--- src/rtl/imem_fetch_port_pkg.sv ---
// Shared types for the instruction-memory fetch port.
// Address/data aliases, fault causes and port FSM states.
package imem_fetch_port_pkg;

    typedef logic [31:0] addr_t;
    typedef logic [31:0] data_t;

    typedef enum logic [1:0] {
        FETCH_FAULT__NONE,
        FETCH_FAULT__MISALIGNED,
        FETCH_FAULT__BUS_ERR,
        FETCH_FAULT__TIMEOUT
    } fetch_fault_t;

    typedef enum logic [1:0] {
        IMEM_PORT__IDLE,
        IMEM_PORT__REQ,
        IMEM_PORT__WAIT,
        IMEM_PORT__DRAIN
    } imem_port_state_t;

    function automatic logic is_word_aligned(addr_t a);
        return a[1:0] == 2'b00;
    endfunction

endpackage

--- src/rtl/imem_fetch_port_if.sv ---
// Request/grant/response bus between the fetch port and instruction memory.
// master = fetch port, slave = memory.
interface imem_fetch_port_if;
    import imem_fetch_port_pkg::*;

    logic  imem_req;
    addr_t imem_addr;
    logic  imem_gnt;
    logic  imem_rvalid;
    data_t imem_rdata;
    logic  imem_rerr;

    modport master (
        output imem_req,
        output imem_addr,
        input  imem_gnt,
        input  imem_rvalid,
        input  imem_rdata,
        input  imem_rerr
    );

    modport slave (
        input  imem_req,
        input  imem_addr,
        output imem_gnt,
        output imem_rvalid,
        output imem_rdata,
        output imem_rerr
    );

endinterface

--- src/rtl/imem_fetch_port_watchdog.sv ---
// Saturating watchdog for an outstanding fetch.
// expired is high in the TIMEOUT_CYCLES-th enabled cycle after clear.
module fetch_watchdog #(
    parameter int unsigned TIMEOUT_CYCLES = 64
) (
    input  logic clk,
    input  logic rst_n,
    input  logic clear,
    input  logic enable,
    output logic expired
);

    localparam int unsigned W = $clog2(TIMEOUT_CYCLES + 1);
    localparam logic [W-1:0] LAST = W'(TIMEOUT_CYCLES - 1);
    localparam logic [W-1:0] TOP  = W'(TIMEOUT_CYCLES);

    logic [W-1:0] count;

    always_ff @(posedge clk or negedge rst_n) begin
        if (!rst_n) begin
            count <= '0;
        end else if (clear) begin
            count <= '0;
        end else if (enable && count != TOP) begin
            count <= count + 1'b1;
        end
    end

    // Fires once: the count saturates past LAST on the same edge.
    assign expired = enable && (count == LAST);

endmodule

--- src/rtl/imem_fetch_port.sv ---
// Fetch port: reads the word at pc_cur into ir on a control-FSM request,
// handling wait states, misalignment, bus errors, timeout and flush.
module imem_fetch_port
    import imem_fetch_port_pkg::*;
#(
    parameter int unsigned TIMEOUT_CYCLES = 64,
    parameter data_t       IR_RESET_VAL   = 32'h00000013
) (
    input  logic         clk,
    input  logic         reset,
    input  logic         cfsm__fetch_req,
    input  logic         cfsm__fetch_flush,
    input  addr_t        pc_cur,
    imem_fetch_port_if.master imem,
    output data_t        ir,
    output addr_t        instr_pc,
    output logic         fetch_done,
    output logic         fetch_fault,
    output fetch_fault_t fault_cause,
    output logic         busy
);

    imem_port_state_t state;
    addr_t            addr_q;
    logic             req_q;
    logic             wd_clear;
    logic             wd_enable;
    logic             wd_expired;

    assign imem.imem_req  = req_q;
    assign imem.imem_addr = addr_q;

    assign wd_clear  = (state == IMEM_PORT__IDLE) && cfsm__fetch_req
                       && !cfsm__fetch_flush && is_word_aligned(pc_cur);
    assign wd_enable = (state == IMEM_PORT__REQ)
                       || (state == IMEM_PORT__WAIT);

    fetch_watchdog #(
        .TIMEOUT_CYCLES(TIMEOUT_CYCLES)
    ) u_watchdog (
        .clk    (clk),
        .rst_n  (reset),
        .clear  (wd_clear),
        .enable (wd_enable),
        .expired(wd_expired)
    );

    always_ff @(posedge clk or negedge reset) begin
        if (!reset) begin
            state       <= IMEM_PORT__IDLE;
            addr_q      <= '0;
            req_q       <= 1'b0;
            ir          <= IR_RESET_VAL;
            instr_pc    <= '0;
            fetch_done  <= 1'b0;
            fetch_fault <= 1'b0;
            fault_cause <= FETCH_FAULT__NONE;
            busy        <= 1'b0;
        end else begin
            fetch_done  <= 1'b0;
            fetch_fault <= 1'b0;
            unique case (state)
                IMEM_PORT__IDLE: begin
                    if (!cfsm__fetch_flush && cfsm__fetch_req) begin
                        if (!is_word_aligned(pc_cur)) begin
                            fetch_fault <= 1'b1;
                            fault_cause <= FETCH_FAULT__MISALIGNED;
                        end else begin
                            addr_q <= pc_cur;
                            req_q  <= 1'b1;
                            busy   <= 1'b1;
                            state  <= IMEM_PORT__REQ;
                        end
                    end
                end
                IMEM_PORT__REQ: begin
                    if (cfsm__fetch_flush) begin
                        req_q <= 1'b0;
                        if (imem.imem_gnt) begin
                            state <= IMEM_PORT__DRAIN;
                        end else begin
                            busy  <= 1'b0;
                            state <= IMEM_PORT__IDLE;
                        end
                    end else if (wd_expired) begin
                        // A grant in the timeout cycle still owes a response.
                        req_q       <= 1'b0;
                        fetch_fault <= 1'b1;
                        fault_cause <= FETCH_FAULT__TIMEOUT;
                        busy        <= imem.imem_gnt;
                        state       <= imem.imem_gnt ? IMEM_PORT__DRAIN
                                                     : IMEM_PORT__IDLE;
                    end else if (imem.imem_gnt) begin
                        req_q <= 1'b0;
                        state <= IMEM_PORT__WAIT;
                    end
                end
                IMEM_PORT__WAIT: begin
                    if (imem.imem_rvalid) begin
                        busy  <= 1'b0;
                        state <= IMEM_PORT__IDLE;
                        if (!cfsm__fetch_flush) begin
                            if (imem.imem_rerr) begin
                                fetch_fault <= 1'b1;
                                fault_cause <= FETCH_FAULT__BUS_ERR;
                            end else begin
                                ir         <= imem.imem_rdata;
                                instr_pc   <= addr_q;
                                fetch_done <= 1'b1;
                            end
                        end
                    end else if (cfsm__fetch_flush) begin
                        state <= IMEM_PORT__DRAIN;
                    end else if (wd_expired) begin
                        fetch_fault <= 1'b1;
                        fault_cause <= FETCH_FAULT__TIMEOUT;
                        state       <= IMEM_PORT__DRAIN;
                    end
                end
                IMEM_PORT__DRAIN: begin
                    if (imem.imem_rvalid) begin
                        busy  <= 1'b0;
                        state <= IMEM_PORT__IDLE;
                    end
                end
                default: begin
                    state <= IMEM_PORT__IDLE;
                end
            endcase
        end
    end

endmodule

--- src/flat_wrapper.sv ---
// flat-port wrapper written by rule: the top's interface ports become plain ports
module imem_fetch_port_flat import imem_fetch_port_pkg::*;
#(
    parameter int unsigned TIMEOUT_CYCLES = 64,
    parameter data_t       IR_RESET_VAL   = 32'h00000013
)
  (clk, reset, cfsm__fetch_req, cfsm__fetch_flush, pc_cur, ir, instr_pc, fetch_done, fetch_fault, fault_cause, busy, imem_imem_req, imem_imem_addr, imem_imem_gnt, imem_imem_rvalid, imem_imem_rdata, imem_imem_rerr);
  imem_fetch_port_if imem_i ();
  input  logic clk;
  input  logic reset;
  input  logic cfsm__fetch_req;
  input  logic cfsm__fetch_flush;
  input  addr_t pc_cur;
  output data_t ir;
  output addr_t instr_pc;
  output logic fetch_done;
  output logic fetch_fault;
  output fetch_fault_t fault_cause;
  output logic busy;
  output wire logic [$bits(imem_i.imem_req)-1:0] imem_imem_req;
  output wire logic [$bits(imem_i.imem_addr)-1:0] imem_imem_addr;
  input wire logic [$bits(imem_i.imem_gnt)-1:0] imem_imem_gnt;
  input wire logic [$bits(imem_i.imem_rvalid)-1:0] imem_imem_rvalid;
  input wire logic [$bits(imem_i.imem_rdata)-1:0] imem_imem_rdata;
  input wire logic [$bits(imem_i.imem_rerr)-1:0] imem_imem_rerr;
  assign imem_imem_req = imem_i.imem_req;
  assign imem_imem_addr = imem_i.imem_addr;
  assign imem_i.imem_gnt = imem_imem_gnt;
  assign imem_i.imem_rvalid = imem_imem_rvalid;
  assign imem_i.imem_rdata = imem_imem_rdata;
  assign imem_i.imem_rerr = imem_imem_rerr;
  imem_fetch_port #(.TIMEOUT_CYCLES(TIMEOUT_CYCLES), .IR_RESET_VAL(IR_RESET_VAL)) u_core (.clk(clk), .reset(reset), .cfsm__fetch_req(cfsm__fetch_req), .cfsm__fetch_flush(cfsm__fetch_flush), .pc_cur(pc_cur), .imem(imem_i), .ir(ir), .instr_pc(instr_pc), .fetch_done(fetch_done), .fetch_fault(fetch_fault), .fault_cause(fault_cause), .busy(busy));
endmodule
--- config.mk ---
export PLATFORM = sky130hd
export DESIGN_NAME = imem_fetch_port_flat
export DESIGN_NICKNAME = d
export VERILOG_FILES = /design/src/rtl/imem_fetch_port_pkg.sv /design/src/rtl/imem_fetch_port_if.sv /design/src/rtl/imem_fetch_port_watchdog.sv /design/src/rtl/imem_fetch_port.sv /design/src/flat_wrapper.sv
export SDC_FILE = /design/constraint.sdc
export NUM_CORES = 1
export LEC_CHECK = 0
export BUFFER_PORTS_ARGS = -buffer_cell sky130_fd_sc_hd__clkbuf_2
export CORE_ASPECT_RATIO = 1.4
export CORE_MARGIN = 2
export CORE_UTILIZATION = 50
export CTS_CLUSTER_SIZE = 28
export DETAILED_ROUTE_END_ITERATION = 10
export HOLD_SLACK_MARGIN = 0.03
export PLACE_DENSITY = 0.81
export SLEW_MARGIN = 20
export SYNTH_ARGS = -nofsm -noshare
export SYNTH_HDL_FRONTEND = slang
export SYNTH_HIERARCHICAL = 1
export SYNTH_SLANG_ARGS = --single-unit
--- constraint.sdc ---
create_clock -name clk -period 4.1 [get_ports clk]
set_input_delay 0.205 -clock clk [delete_from_list [all_inputs] [get_ports clk]]
set_output_delay 0.205 -clock clk [all_outputs]
set_load 0.02 [all_outputs]
==> flow_summary.toml, run 1 <==
[status]
run_status = "finished clean"

[sta]
period_share_pct = 65.2
rsz0062_at_grt = "false"
fin_worst_skew_ns = 0.00676
finalMaxSlewViolations = 0
timing.fmax_mhz = 374
timing.final.crit_period_ns = 2.67
slew_headroom_pct = 39.0
tns_ns = 0
finalSetupViolCount = 0
worst_slew_pin_slew_ns = 0.915
worst_hold_slack_ns = 0.0765
finalHoldViolCount = 0

[finish]
drive_above_1_share_pct = 57.1
nNetsFinal = 575
n_antenna_cell = 0
syn2layout_area_growth_pct = 27.0
finish.instance_area_um2 = 5870
fillerInstances = 700

[floorplanning]
die_x_um = 85.3
dieArea_um2 = 10000
std_cell_rows = 41
floorplan.initialDensity_pct = 51.2
ioPinCount = 173
fp.coreArea_um2 = 9030
dieHeight_um = 118

[worst_setup_path]
r2r_slack_ns = 1.43
r2r-start = "u_core/state[0]"
worstSetupPathType = "reg2reg"
ff2ff_path_depth = 6
cp-end-kind = "flip-flop"
cp_data_required_time_ns = 4.32
worst-path-buf-inv = 2
crit_path_start_kind = "flip-flop"
rr_endpoint = "u_core/instr_pc[13]"
cp.arrival_ns = 2.90
crit_chain = "inv_1 > ha_1 > nor2b_1 > and3_2 > buf_4 > mux2_2"
crit_fanout = 39
crit_family = "simple AND/OR/NAND/NOR gates"
max_stage_delay_ns = 0.81
cp_slowest_cell = "and3_2"

[min_path]
hold_path_startpoint = "imem_imem_rdata[6]"
min_path_type = "in2reg"
min_path_cells = 2
holdPathEnd = "u_core/ir[6]"

[synthesis]
syn_inst = 319
ys.flop_type = "dfrtp_1"
synthTopCellsByCount = "dfrtp_1 (108), mux2_2 (81), mux2_1 (14)"
syn-num-nets = 400
synthArstFlopShare_pct = 100
ys_ff_latch = 111
synth_top_area_share_pct = 58.5
synth_edf_count = 0
ys_seq_area_share_pct = 60.2
synthDistinctLibCells = 45
yosysMostFrequentCell = "dfrtp_1"
post_synth.cell_area_avg_um2 = 14.5
yosys_warnings = 6
synthTopCellsByArea = "dfrtp_1 (58%), mux2_2 (20%), mux2_1 (3.4%)"
synth_area_leader_cell = "dfrtp_1"
netlist_area_um2 = 4620

[grt]
grt_max_degree = 46
grt_pass1_vias = 3347
grt_util_all_layers_pct = 19.8
overflow = 0
antenna_found_initial = 0
grt_pass1_wl_um = 15900

[pwr]
p_per_area_nw_per_um2 = 737
leakage_nw = 3.10
vdd.ir_drop.worst_mv = 0.448
p_total_mw = 4.32

[clock_tree]
root_buffer = "clkbuf_16"
ctsResizeCount = 0
clock_latency_ns = 0.34
h-tree-depth = 3
cts_sinks = 111
ctsHoldBuffers = 1
clk_path_buf_depth = 2
cts_tree = "done"
clk_pin_slew_ns = 0.07
numCtsBuffers = 9
post_cts_buffers = 0

[drt]
drt_iter0_markers = 95
ant_nets = 0
wire_per_inst_um = 16.0
viasPerCell = 5.31
wl_um = 9730
drc = 0
num_vias = 3217
first_pass_iters = 4

[placement]
place.gp.congestion = 0.785
post_dp_cell_area_um2 = 5590
dpl.hpwl_um = 7310
portBuffers = 172

[job]
cap_violations = 0
==> worst max-delay path by stage <==
stage	from	end	slack [ns]	depth (start not counted)
5_1_grt	u_core/state[0]	u_core/instr_pc[13]	1.24	6
3_5_place_dp	u_core/state[0]	u_core/instr_pc[13]	1.42	6
3_3_place_gp	u_core/state[0]	u_core/ir[3]	1.53	6
2_1_floorplan	u_core/state[0]	u_core/state[1]	1.84	10
4_1_cts	u_core/state[0]	u_core/ir[14]	1.41	6
6_report	u_core/state[0]	u_core/instr_pc[13]	1.43	6
==> area by class of cell <==
cell class | count | area [µm²] | share of cell area (%)
Inverter | 8 | 30.0 | 0.512
Clock buffer | 10 | 229 | 3.90
Tap cell | 107 | 134 | 2.28
Sequential cell | 111 | 2780 | 47.4
Multi-Input combinational cell | 186 | 1740 | 29.7
Timing Repair Buffer | 178 | 911 | 15.5
Clock inverter | 6 | 43.8 | 0.746
==> placed cells by master (no fill, tap or decap), drive strengths merged, types with 2 or more instances in the layout <==
cell type and instances:
clkbuf 181, dfrtp 108, mux2 96, ha 10
inv 10, nand2 9, o21ai 8, a21oi 8
buf 6, nor2 6, nor2b 4, a31oi 4
nand4 3, and2 3, or3 3, dfstp 3
clkinv 3, and3 3, a311oi 2, nand2b 2
a41oi 2, nor3 2, xor2 2, nand4b 2
==> routing by layer <==
metal / vias up / GRT usage, % / wire length, µm / share of wire, %
li1: 1490 / - / - / -
met5: - / 0 / 0 / 0
met1: 1583 / 23.6 / 3890 / 40
met3: 14 / 4.63 / 658 / 6.8
met4: 0 / 6.55 / 140 / 1.4
met2: 130 / 34.7 / 5040 / 52
==> sequential cells by signal, summed over array words and instances (netlist names) <==
| register | count |
|---|---|
| u_core/state | 2 |
| u_core/fault_cause | 2 |
| u_core/imem.imem_req | 1 |
| u_core/fetch_fault | 1 |
| u_core/instr_pc | 32 |
| u_core/imem.imem_addr | 32 |
| u_core/busy | 1 |
| u_core/ir | 32 |
| u_core/u_watchdog/count | 7 |
| u_core/fetch_done | 1 |
==> kinds of logic (layout without fill, tap and decap cells) <==
kind of cell             Yosys count  in the layout  synth area share [%]
XOR/XNOR                           2              2                 0.379
adder cells (fa/ha/maj)           10             10                  2.71
flip-flops                       111            111                  60.2
buffers and inverters             22            202                  2.19
AO/OA/AOI/OAI                     30             30                  4.49
multiplexers                      97             97                  23.7
AND/OR/NAND/NOR                   47             47                  6.39
==> report_power, final <==
part | switching [mW] | internal, mW
Clock | 0.381 | 0.416
Sequential | 0.289 | 1.52
Combinational | 1.00 | 0.715
Total | 1.67 | 2.65
==> worst reg2reg max path, cell delays in order (launching register included) <==
cell and delay [ns]:
dfrtp_1 0.43, inv_1 0.16, ha_1 0.24, nor2b_1 0.16
and3_2 0.81, buf_4 0.38, mux2_2 0.37
==> metrics by stage <==
stage / instances / setup slack, ns / util, %
2_1_floorplan: 319 / 1.84 / -
3_3_place_gp: 589 / 1.53 / 61.9
3_5_place_dp: 589 / 1.42 / 61.9
4_1_cts: 606 / 1.41 / 65.0
5_1_grt: 606 / 1.24 / 65.0
6_report: 606 / 1.43 / 65.0
Note: power is estimated with default switching activity, not from simulation.
==> run 2: changes to the inputs <==
--- a/config.mk
+++ b/config.mk
@@ -8,11 +8,11 @@
 export BUFFER_PORTS_ARGS = -buffer_cell sky130_fd_sc_hd__clkbuf_2
 export CORE_ASPECT_RATIO = 1.4
 export CORE_MARGIN = 2
-export CORE_UTILIZATION = 50
+export CORE_UTILIZATION = 49
 export CTS_CLUSTER_SIZE = 28
 export DETAILED_ROUTE_END_ITERATION = 10
 export HOLD_SLACK_MARGIN = 0.03
-export PLACE_DENSITY = 0.81
+export PLACE_DENSITY = 0.8
 export SLEW_MARGIN = 20
 export SYNTH_ARGS = -nofsm -noshare
 export SYNTH_HDL_FRONTEND = slang
==> constraint.sdc (replaced) <==
create_clock -name clk -period 2.6 [get_ports clk]
set_input_delay 0.13 -clock clk [delete_from_list [all_inputs] [get_ports clk]]
set_output_delay 0.13 -clock clk [all_outputs]
set_load 0.02 [all_outputs]
==> flow_summary.toml, run 2 (synthesized netlist as in run 1, its figures left out) <==
[worst_setup_path]
crit_path_start_kind = "flip-flop"
cp-end-kind = "flip-flop"
rr_endpoint = "u_core/state[1]"
worstSetupPathType = "reg2reg"
cp_data_required_time_ns = 2.83
r2r_slack_ns = 0.32
ff2ff_path_depth = 8
r2r-start = "u_core/state[0]"
crit_fanout = 5
cp.arrival_ns = 2.51

[job]
cap_violations = 0

[min_path]
min_path_cells = 2
hold_path_startpoint = "pc_cur[2]"
holdPathEnd = "u_core/imem.imem_addr[2]"
min_path_type = "in2reg"

[sta]
finalHoldViolCount = 0
rsz0062_at_grt = "false"
worst_hold_slack_ns = 0.0537
worst_slew_pin_slew_ns = 0.695
finalSetupViolCount = 0
timing.final.crit_period_ns = 2.28
tns_ns = 0
timing.fmax_mhz = 439
slew_headroom_pct = 53.7
period_share_pct = 87.7
fin_worst_skew_ns = 0.00392
finalMaxSlewViolations = 0

[grt]
grt_max_degree = 58
antenna_found_initial = 0
overflow = 0
grt_pass1_wl_um = 19100
grt_pass1_vias = 3789
grt_util_all_layers_pct = 24.0

[drt]
wl_um = 11900
wire_per_inst_um = 17.9
first_pass_iters = 4
viasPerCell = 5.34
ant_nets = 0
num_vias = 3552
drt_iter0_markers = 82
drc = 0

[floorplanning]
ioPinCount = 173
dieArea_um2 = 10200
floorplan.initialDensity_pct = 50.9
die_x_um = 86.1
dieHeight_um = 119
fp.coreArea_um2 = 9080
std_cell_rows = 41

[placement]
portBuffers = 172
dpl.hpwl_um = 7360
place.gp.congestion = 0.869

[clock_tree]
cts_sinks = 111
numCtsBuffers = 9
cts_tree = "done"
post_cts_buffers = 0
clk_pin_slew_ns = 0.07
clk_path_buf_depth = 2
h-tree-depth = 3
root_buffer = "clkbuf_16"
clock_latency_ns = 0.34

[status]
run_status = "finished clean"

[pwr]
vdd.ir_drop.worst_mv = 0.582
leakage_nw = 3.36
p_per_area_nw_per_um2 = 1100

[finish]
nNetsFinal = 634
n_antenna_cell = 0
syn2layout_area_growth_pct = 41.1
drive_above_1_share_pct = 51.1
layout_commonest_cell = "clkbuf_2"
final_cell_mix = "clkbuf_2 (171), dfrtp_1 (108), mux2_2 (81)"
==> run 2: changes by cell type in the layout (fill, tap and decap cells not counted) <==
cell           change
dlygate4sd3_1     +59
buf_12             +2
buf_4              -2
clkinv_2           -2
bufinv_16          +1
clkbuf_8           +1
clkinv_4           -1
clkinvlp_4         +1
inv_6              -1
inv_8              +1
==> run 2: routing by layer <==
layer / track usage [%] / share of wire (%) / vias up
li1: - / - / 1604
met2: 42.9 / 52 / 147
met4: 11.9 / 3.7 / 0
met5: 0 / 0 / -
met3: 4.37 / 6.8 / 37
met1: 26.8 / 37 / 1764
==> run 2: worst max path at each step <==
stage          slack (ns)       startpoint                    endpoint
6_report             0.32  u_core/state[0]             u_core/state[1]
5_1_grt              0.19  u_core/state[0]  u_core/u_watchdog/count[0]
4_1_cts              0.34  u_core/state[0]             u_core/state[1]
3_5_place_dp         0.36  u_core/state[0]             u_core/state[1]
3_3_place_gp         0.47  u_core/state[0]             u_core/state[1]
2_1_floorplan        0.34  u_core/state[0]             u_core/state[1]
==> run 2: repair_timing <==
item,4_1_cts,5_1_grt
endpoints found under the hold margin,112,0
resized for setup,0,0
hold buffers,60,0
==> run 2: stage by stage <==
stage	cell area (µm²)	util (%)	cells	worst slack [ns]	total power, mW
global placement	5610	61.8	589	0.471	5.51
global route	6520	71.8	665	0.194	7.55
CTS	6520	71.8	665	0.339	7.14
finish	6520	71.8	665	0.320	7.16
floorplan	4620	-	319	0.338	4.61
detailed placement	5610	61.8	589	0.362	5.65
==> run 2: final cells by class <==
cell class                      instances  area (µm²)
Inverter                                8        30.0
Fill cell                             611        2560
Tap cell                              107         134
Clock inverter                          5        65.1
Sequential cell                       111        2780
Timing Repair Buffer                  237        1530
Clock buffer                           11         243
Multi-Input combinational cell        186        1740
==> run 2: worst max-delay path: stages (launching register included) <==
cell	delay, ns
dfrtp_1	0.43
inv_1	0.13
ha_1	0.33
nand4_1	0.14
or3_1	0.15
inv_1	0.08
or2_2	0.34
o21ai_2	0.23
mux2_4	0.33
==> run 2: power by group <==
group          leakage [nW]  switching [mW]  total (mW)  internal (mW)
registers              1.42           0.481        2.88           2.40
logic                  1.79            1.67        2.87           1.20
clock network         0.144           0.614        1.40          0.784
total                  3.36            2.77        7.16           4.39
==> run 3: changes to the inputs <==
--- a/config.mk
+++ b/config.mk
@@ -5,14 +5,15 @@
 export SDC_FILE = /design/constraint.sdc
 export NUM_CORES = 1
 export LEC_CHECK = 0
+export ABC_AREA = 1
 export BUFFER_PORTS_ARGS = -buffer_cell sky130_fd_sc_hd__clkbuf_2
 export CORE_ASPECT_RATIO = 1.4
 export CORE_MARGIN = 2
-export CORE_UTILIZATION = 49
+export CORE_UTILIZATION = 54
 export CTS_CLUSTER_SIZE = 28
 export DETAILED_ROUTE_END_ITERATION = 10
 export HOLD_SLACK_MARGIN = 0.03
-export PLACE_DENSITY = 0.8
+export PLACE_DENSITY = 0.85
 export SLEW_MARGIN = 20
 export SYNTH_ARGS = -nofsm -noshare
 export SYNTH_HDL_FRONTEND = slang
==> constraint.sdc (replaced) <==
create_clock -name clk -period 2.75 [get_ports clk]
set_input_delay 0.1375 -clock clk [delete_from_list [all_inputs] [get_ports clk]]
set_output_delay 0.1375 -clock clk [all_outputs]
set_load 0.02 [all_outputs]
==> flow_summary.toml, run 3 <==
[status]
run_status = "finished clean"

[pwr]
swShare_pct = 43.3
pwr-share-seq_pct = 38.2
leakage_nw = 3.72
p_per_area_nw_per_um2 = 1070
vdd.ir_drop.worst_mv = 0.644
pwr-share-clk_pct = 17.9
power_switching_mw = 3.15
power.internal_mw = 4.12
combPwrFrac_pct = 44.0

[sta]
rsz0062_at_grt = "false"
timing.fmax_mhz = 473
period_share_pct = 76.9
setup_ws_ns = 0.637
finalMaxSlewViolations = 0
finalSetupViolCount = 0
slew_headroom_pct = 54.2
finalHoldViolCount = 0
timing.final.crit_period_ns = 2.11
tns_ns = 0
worst_slew_pin_slew_ns = 0.687
fin_worst_skew_ns = 0.00874

[placement]
dpl_worst_slack_ns = 0.689
place.gp.congestion = 0.897
dpl.hpwl_um = 8410
portBuffers = 172

[drt]
ant_nets = 0
wire_per_inst_um = 15.3
num_vias = 4464
wl_um = 13400
first_pass_iters = 5
drc = 0
viasPerCell = 5.09
drt_iter0_markers = 255

[grt]
overflow = 0
antenna_found_initial = 0
grt_util_all_layers_pct = 27.7
grt_pass1_vias = 4576
grt_max_degree = 89
grt_pass1_wl_um = 22100

[synthesis]
synth_top_area_share_pct = 53.7
ys_seq_area_share_pct = 55.3
synthArstFlopShare_pct = 100
synthDistinctLibCells = 27
ys.flop_type = "dfrtp_1"
post_synth.cell_area_avg_um2 = 9.36
synthTopCellsByCount = "nand2_1 (138), dfrtp_1 (108), inv_1 (87)"
synth_area_leader_cell = "dfrtp_1"
synth_edf_count = 0
yosys_warnings = 6
synthTopCellsByArea = "dfrtp_1 (54%), o21ai_2 (11%), nand2_1 (10%)"
netlist_area_um2 = 5030
syn_inst = 538
yosysMostFrequentCell = "nand2_1"
ys_ff_latch = 111
syn-num-nets = 619

[job]
cap_violations = 0

[floorplanning]
ioPinCount = 173
dieArea_um2 = 10100
die_x_um = 85.6
std_cell_rows = 41
dieHeight_um = 118
floorplan.initialDensity_pct = 55.8
fp.coreArea_um2 = 9030

[worst_setup_path]
rr_endpoint = "u_core/state[0]"
worstSetupStartpoint = "u_core/state[1]"
cp.arrival_ns = 2.38
crit_fanout = 6
r2r-start = "u_core/state[1]"
ff2ff_path_depth = 10
crit_path_start_kind = "flip-flop"
cp-end-kind = "flip-flop"
r2r_slack_ns = 0.64
worstSetupPathType = "reg2reg"
cp_data_required_time_ns = 3.02

[min_path]
min_path_cells = 3
holdPathEnd = "u_core/imem.imem_addr[8]"
min_path_type = "in2reg"
hold_path_startpoint = "pc_cur[8]"

[finish]
nNetsFinal = 846
drive_above_1_share_pct = 34.8
final_cell_mix = "clkbuf_2 (171), nand2_1 (138), dfrtp_1 (108)"
layout_commonest_cell = "clkbuf_2"
multi_input_area_um2 = 1710
syn2layout_area_growth_pct = 35.4
seqCellArea_um2 = 2780
n_antenna_cell = 0
fillerInstances = 614

[clock_tree]
numCtsBuffers = 9
clock_latency_ns = 0.34
root_buffer = "clkbuf_16"
cts_sinks = 111
clk_pin_slew_ns = 0.07
ctsHoldBuffers = 61
cts_tree = "done"
clk_path_buf_depth = 2
h-tree-depth = 3
ctsResizeCount = 0
post_cts_buffers = 0
[run 3: changes by cell type in the layout (fill, tap and decap cells not counted), moves of 4 or more]
cell,change
nand3_1,+15
inv_2,+4
inv_1,+79
nand2_1,+129
nor2_1,+17
o21ai_0,+6
o21ai_1,+35
mux2_2,-81
mux2_1,-14
o21ai_2,+60
nor2b_1,-4
[run 3: per-layer routing]
layer / vias up / track usage, % / share of wire (%)
li1: 2130 / - / -
met1: 2135 / 32.4 / 39
met2: 171 / 49.0 / 53
met3: 28 / 6.15 / 5.4
met4: 0 / 10.6 / 2.6
met5: - / 0 / 0
[run 3: metrics by stage]
step | hold WS, ns | cells | cell area (µm²) | util (%) | power, mW
2_1_floorplan | -0.158 | 538 | 5030 | - | 4.74
3_3_place_gp | 0.210 | 800 | 5910 | 65.4 | 5.73
3_5_place_dp | 0.225 | 800 | 5910 | 65.4 | 5.85
4_1_cts | 0.0303 | 877 | 6810 | 75.5 | 7.24
5_1_grt | 0.0333 | 877 | 6810 | 75.5 | 7.74
6_report | 0.0410 | 877 | 6810 | 75.5 | 7.26
[run 3: kinds of logic after synthesis]
kind of cell | count (synthesis) | share of synthesized area [%]
adder cells (fa/ha/maj) | 10 | 2.49
AO/OA/AOI/OAI | 117 | 16.4
buffers and inverters | 113 | 10.9
flip-flops | 111 | 55.3
AND/OR/NAND/NOR | 186 | 14.8
XOR/XNOR | 1 | 0.174
[run 3: worst max path at each step]
stage	end	slack, ns	cells past startpoint
detailed placement	u_core/state[0]	0.69	10
CTS	u_core/state[0]	0.66	10
global route	u_core/state[0]	0.36	10
floorplan	u_core/state[0]	0.99	10
global placement	u_core/state[1]	0.80	10
finish	u_core/state[0]	0.64	10
[run 3: final cells by class]
class	instances	share of cell area [%]
repair buffers	237	22.6
well taps	107	1.96
inverters	92	5.14
multi-input cells	314	25.1
clock buffers	9	3.31
clock inverters	7	1.03
flip-flops and latches	111	40.8
[run 3: power by group through the flow]
| stage | Clock (mW) | Combinational (mW) | Sequential, mW |
|---|---|---|---|
| 2_1_floorplan | 0 | 1.23 | 3.51 |
| 3_3_place_gp | 0 | 3.00 | 2.73 |
| 3_5_place_dp | 0 | 3.07 | 2.77 |
| 4_1_cts | 1.33 | 3.16 | 2.75 |
| 5_1_grt | 1.41 | 3.48 | 2.86 |
| 6_report | 1.30 | 3.19 | 2.77 |
[run 3: critical path: stages (launching register included)]
cell and delay (ns):
dfrtp_1 0.44, inv_1 0.12, ha_1 0.40, nand3_1 0.15, nor2_1 0.26, nor2_1 0.15
nand3_1 0.11, nand3_1 0.08, nor2_1 0.16, nand2_1 0.07, o21ai_1 0.07
